`src/rtl/axisr_tid_arbiter_2to1.sv`:
```
// Packet-level 2:1 merge of host and card AXI4-Stream sources onto one stream,
// tagging each beat's origin in tid; round-robin at tlast, 2-entry output skid buffer.
module axisr_tid_arbiter_2to1 #(
  parameter int DATA_W   = 512,
  parameter int KEEP_W   = DATA_W / 8,
  parameter int ID_W     = 6,
  parameter int HOST_TID = 1,
  parameter int CARD_TID = 0
) (
  input  logic              aclk,
  input  logic              aresetn,
  input  logic [DATA_W-1:0] s_host_tdata,
  input  logic [KEEP_W-1:0] s_host_tkeep,
  input  logic              s_host_tlast,
  input  logic              s_host_tvalid,
  output logic              s_host_tready,
  input  logic [DATA_W-1:0] s_card_tdata,
  input  logic [KEEP_W-1:0] s_card_tkeep,
  input  logic              s_card_tlast,
  input  logic              s_card_tvalid,
  output logic              s_card_tready,
  output logic [DATA_W-1:0] m_tdata,
  output logic [KEEP_W-1:0] m_tkeep,
  output logic              m_tlast,
  output logic [ID_W-1:0]   m_tid,
  output logic              m_tvalid,
  input  logic              m_tready,
  output logic [31:0]       pkt_cnt_host,
  output logic [31:0]       pkt_cnt_card
);

  localparam logic [ID_W-1:0] HOST_ID = ID_W'(HOST_TID);
  localparam logic [ID_W-1:0] CARD_ID = ID_W'(CARD_TID);

  typedef enum logic [1:0] {IDLE, GRANT_HOST, GRANT_CARD} state_t;

  typedef struct packed {
    logic [DATA_W-1:0] data;
    logic [KEEP_W-1:0] keep;
    logic              last;
    logic [ID_W-1:0]   id;
  } beat_t;

  state_t state;
  logic   ptr_card;
  beat_t  e0, e1, e0_n, e1_n, in_beat;
  logic   v0, v1, v0_n, v1_n;
  logic   rdy_q;
  logic   acc_host, acc_card, push, pop;

  assign s_host_tready = (state == GRANT_HOST) && rdy_q;
  assign s_card_tready = (state == GRANT_CARD) && rdy_q;
  assign acc_host      = s_host_tvalid && s_host_tready;
  assign acc_card      = s_card_tvalid && s_card_tready;
  assign push          = acc_host || acc_card;
  assign pop           = v0 && m_tready;

  always_comb begin
    in_beat.data = s_host_tdata;
    in_beat.keep = s_host_tkeep;
    in_beat.last = s_host_tlast;
    in_beat.id   = HOST_ID;
    if (state == GRANT_CARD) begin
      in_beat.data = s_card_tdata;
      in_beat.keep = s_card_tkeep;
      in_beat.last = s_card_tlast;
      in_beat.id   = CARD_ID;
    end
  end

  // e0 is always the head; e1 only holds a beat while e0 is occupied.
  always_comb begin
    e0_n = e0;
    e1_n = e1;
    v0_n = v0;
    v1_n = v1;
    if (pop) begin
      if (v1) begin
        e0_n = e1;
        if (push) e1_n = in_beat;
        else      v1_n = 1'b0;
      end else if (push) begin
        e0_n = in_beat;
      end else begin
        v0_n = 1'b0;
      end
    end else if (push) begin
      if (!v0) begin
        e0_n = in_beat;
        v0_n = 1'b1;
      end else begin
        e1_n = in_beat;
        v1_n = 1'b1;
      end
    end
  end

  // Ready is taken from next occupancy so a push next cycle always has a free slot.
  always_ff @(posedge aclk or negedge aresetn) begin
    if (!aresetn) begin
      e0    <= '0;
      e1    <= '0;
      v0    <= 1'b0;
      v1    <= 1'b0;
      rdy_q <= 1'b1;
    end else begin
      e0    <= e0_n;
      e1    <= e1_n;
      v0    <= v0_n;
      v1    <= v1_n;
      rdy_q <= !(v0_n && v1_n);
    end
  end

  assign m_tdata  = e0.data;
  assign m_tkeep  = e0.keep;
  assign m_tlast  = e0.last;
  assign m_tid    = e0.id;
  assign m_tvalid = v0;

  always_ff @(posedge aclk or negedge aresetn) begin
    if (!aresetn) begin
      state        <= IDLE;
      ptr_card     <= 1'b0;
      pkt_cnt_host <= '0;
      pkt_cnt_card <= '0;
    end else begin
      case (state)
        IDLE: begin
          if (s_host_tvalid && (!s_card_tvalid || !ptr_card)) state <= GRANT_HOST;
          else if (s_card_tvalid)                             state <= GRANT_CARD;
        end
        GRANT_HOST: begin
          if (acc_host && s_host_tlast) begin
            ptr_card     <= 1'b1;
            pkt_cnt_host <= pkt_cnt_host + 32'd1;
            if (s_card_tvalid)      state <= GRANT_CARD;
            else if (s_host_tvalid) state <= GRANT_HOST;
            else                    state <= IDLE;
          end
        end
        GRANT_CARD: begin
          if (acc_card && s_card_tlast) begin
            ptr_card     <= 1'b0;
            pkt_cnt_card <= pkt_cnt_card + 32'd1;
            if (s_host_tvalid)      state <= GRANT_HOST;
            else if (s_card_tvalid) state <= GRANT_CARD;
            else                    state <= IDLE;
          end
        end
        default: state <= IDLE;
      endcase
    end
  end

endmodule
```
`config.mk`:
```
export PLATFORM = sky130hd
export DESIGN_NAME = axisr_tid_arbiter_2to1
export DESIGN_NICKNAME = d
export VERILOG_FILES = /design/src/rtl/axisr_tid_arbiter_2to1.sv
export SDC_FILE = /design/constraint.sdc
export NUM_CORES = 2
export LEC_CHECK = 0
export CAP_MARGIN = 20
export CORE_AREA = 5 5 697 699
export DETAILED_ROUTE_END_ITERATION = 8
export DIE_AREA = 0 0 702 704
export DONT_BUFFER_PORTS = 1
export GPL_TIMING_DRIVEN = 0
export SLEW_MARGIN = 20
export SYNTH_ARGS = -nofsm -noshare
export SYNTH_HDL_FRONTEND = slang
export SYNTH_SLANG_ARGS = --single-unit
```
`constraint.sdc`:
```
create_clock -name aclk -period 1.7 [get_ports aclk]
set_input_delay 0.17 -clock aclk [delete_from_list [all_inputs] [get_ports aclk]]
set_output_delay 0.17 -clock aclk [all_outputs]
set_load 0.01 [all_outputs]
```
==> impl_metrics.tcl <==
set metrics [dict create \
    status "complete, but fails checks" \
    violations "hold timing, setup timing" \
    whs_ns -0.9823 \
    dpl_cell_area_um2 64190 \
    post-place-cells 12381 \
    chipHeight_um 704 \
    synthSimpleGateAreaFrac 0.1315 \
    fin_area_um2 90660 \
    crit_end "m_tkeep[56]" \
    critPathMaxFanout 6 \
    timing.final.crit_period_ns 2.528 \
    cts_buffers 157 \
    crit_path_end_kind "register" \
    pwr-share-comb 0.402 \
    powerDensity_nw_per_um2 1789 \
    clkPwrFrac 0.218 \
    ys_ff_latch 1226 \
    synthTopCellsByCount "dfrtp_1, nand2_1, o21ai_1" \
    avgSynthCellArea_um2 9.314 \
    rsz0062_at_grt "true" \
    cp_data_required_time_ns 2.38 \
    critPathKind "reg2reg" \
    total_power_w 0.1622 \
    arrival_ns 3.21 \
    yosysTopAreaCellShare 0.5522 \
    maxSlewViolCount 0 \
    finalCritPeriodShare 1.487 \
    synth.most_common_cell "dfrtp_1" \
    netlist_instances 5960 \
    area_growth_pct 63.33 \
    synth_top_family_by_area "compound AO/OA/AOI/OAI gates" \
    synth_mux_area_frac 0.1042 \
    hold_viol 340 \
    cts_tree "yes" \
    worst_slew_margin_rel 0.1041 \
    die_w_um 702 \
    synth.distinct_cells 41 \
    clockBufferDepth 4 \
    antenna_found_initial 520 \
    cts-root-buf "clkbuf_16" \
    yosysSeqAreaShare 0.5527 \
    yosys.area.top_type "dfrtp_1" \
    max_freq_ghz 0.3956 \
    fill_cells 52590 \
    cts.clk_slew.worst_paths_ns 0.06 \
    ant_nets 0 \
    grt_max_degree 174 \
    htree_levels 4 \
    grt-ovfl-total 0 \
    rr_startpoint "state[0]" \
    multi_input_area_um2 25390 \
    synth_area_leaders "dfrtp_1, mux2i_1, nand2_1, o21ai_1, a21oi_1" \
    synth.cell_area_um2 55510 \
    ys_async_sr_fraction 1.000 \
    synth_edf_count 0 \
    r2r-end "m_tkeep[56]" \
    p_leak_nw 40.38 \
    avgViaCountPerCell 4.078 \
    max_slew.worst_pin.slew_ns 1.344 \
    synth_xor_area_frac 0.009782 \
    fin_cells 14274 \
    ir_drop_mv 0.9412 \
    drc 0 \
    synthFlopType "dfrtp_1" \
    core-area_um2 478000 \
    nets 8653 \
    cap_violations 0 \
    place_congestion 1.102 \
    initialDrtViolationCount 6431 \
    p_seq_frac 0.379 \
    synthAdderAreaFrac 0.0004508 \
    track_usage 0.1825 \
    ys_warn_count 0 \
    core.rowCount 254 \
    ff_latch_area_um2 30700 \
    skew_ns 0.05631 \
    wl_per_cell_um 34.05 \
    r2r_slack_ns -0.83 \
    port_buffers 0 \
    ioPinCount 1809 \
    setup_violations 1403 \
    cts_sinks 1226 \
    die_area_um2 494200 \
    p_sw_w 0.07156 \
    first_global_vias 53305 \
    worst_slack_ns -0.8281 \
    hold_path.class "in2async" \
    r2r_cells 11 \
    crit_path_start "state[0]" \
    grt_pass1_wl_mm 593.7 \
    internal-power_w 0.09066 \
    initial_core_util 0.1161 \
    vias 58204 \
    cp-start-kind "register" \
    drive_gt1_frac 0.1905 \
    dpl.hpwl_mm 400.1 \
    swShare 0.4411 \
    clk_latency_ns 0.87 \
    dr.pass1.iters 6 \
    routed_wl_mm 486.1 \
    synth-compound-area-share 0.1579 \
]
==> flip-flops by register name, indices dropped and copies added, names as in the netlist <==
| name | count |
|---|---|
| e1 | 578 |
| m_tdata | 512 |
| m_tid | 1 |
| m_tkeep | 64 |
| m_tlast | 1 |
| m_tvalid | 1 |
| pkt_cnt_card | 32 |
| pkt_cnt_host | 32 |
| ptr_card | 1 |
| rdy_q | 1 |
| state | 2 |
| v1 | 1 |
==> layout make-up <==
cell class / count / area share
Tap cell: 6400 / 0.08832
Multi-Input combinational cell: 4272 / 0.2801
Buffer: 452 / 0.05200
Timing Repair Buffer: 1375 / 0.1748
Sequential cell: 1226 / 0.3387
Antenna cell: 257 / 0.007093
Clock buffer: 226 / 0.05018
Clock inverter: 58 / 0.008446
Inverter: 8 / 0.0004140
==> timing repair <==
action,in CTS,in global routing
gates resized for setup,558,1157
setup buffers,48,43
setup endpoints to repair,1560,1690
gates cloned,16,73
hold buffers,1172,10
hold endpoints to repair,1687,556
pin swaps,21,115
==> critical path, stage by stage (launching register included) <==
cell and delay (ns):
dfrtp_1 0.38, buf_6 0.12, nand2b_4 0.15, buf_12 0.13, buf_8 0.12, buf_16 0.17
buf_16 0.18, mux2i_2 0.20, buf_6 0.19, nor2_4 0.05, a21oi_4 0.46, o21ai_1 0.13
==> power groups by stage <==
stage / registers, W / logic (W) / clock network, W
floorplan: 0.0512 / 0.0302 / 0
detailed placement: 0.0608 / 0.0448 / 0
CTS: 0.0605 / 0.0548 / 0.0362
global route: 0.0630 / 0.0702 / 0.0371
finish: 0.0616 / 0.0652 / 0.0354
global placement: 0.0605 / 0.0432 / 0
==> kinds of logic (layout without fill, tap and decap cells) <==
kind of cell | count (synthesis) | after routing
buf+inv | 466 | 2119
xor+xnor | 62 | 62
compound gates | 1749 | 1749
flops | 1226 | 1226
fa+ha+maj | 2 | 2
simple gates | 1876 | 1876
mux | 578 | 578
other cells | 1 | 262
==> layout by cell type (no fill, tap or decap), drive strengths merged, types with 3 or more instances in the layout <==
cell,synthesis,layout
inv,8,17
clkbuf,199,480
xnor2,44,44
nor3,13,13
nand4,19,19
clkinvlp,0,9
and3,6,6
bufbuf,0,3
a21oi,583,583
xor2,18,18
dlygate4sd3,0,1175
nand3b,3,3
dfrtp,1225,1225
clkinv,0,29
nand3,27,27
nand2,1185,1185
o21ai,1162,1162
conb,1,5
mux2i,577,577
and2,7,7
nor4,4,4
nor2,596,596
and4,7,7
buf,259,394
diode,0,257
bufinv,0,11
nor2b,3,3
==> metrics by stage <==
| stage | worst slack (ns) | utilization | hold slack (ns) | TNS [ns] |
|---|---|---|---|---|
| 6_report | -0.8281 | 0.1897 | -0.9823 | -714.12 |
| 5_1_grt | -0.8108 | 0.1888 | -1.074 | -846.88 |
| 4_1_cts | -0.7391 | 0.1763 | -1.114 | -858.15 |
| 3_5_place_dp | -3.117 | 0.1343 | -0.1228 | -2703.51 |
| 3_3_place_gp | -4.830 | 0.1334 | -0.09714 | -2677.48 |
| 2_1_floorplan | -0.08570 | - | -0.1256 | -75.20 |
==> metal layers <==
metal	part of all wire	vias up	track usage
met3	0.14	1456	0.1060
li1	-	23775	-
met4	0.047	266	0.05249
met1	0.38	28528	0.2129
met5	0.0035	-	0
met2	0.43	4179	0.2818
==> worst min path at each step <==
| stage | cells after the start | to | slack (ns) | start |
|---|---|---|---|---|
| 2_1_floorplan | 0 | e1[0] | -0.13 | aresetn |
| 3_3_place_gp | 0 | m_tdata[477] | -0.1 | aresetn |
| 3_5_place_dp | 0 | m_tdata[477] | -0.12 | aresetn |
| 4_1_cts | 0 | m_tdata[477] | -1.11 | aresetn |
| 5_1_grt | 0 | m_tdata[477] | -1.07 | aresetn |
| 6_report | 0 | m_tdata[477] | -0.98 | aresetn |
No activity file was read; power rests on OpenSTA's default activity.
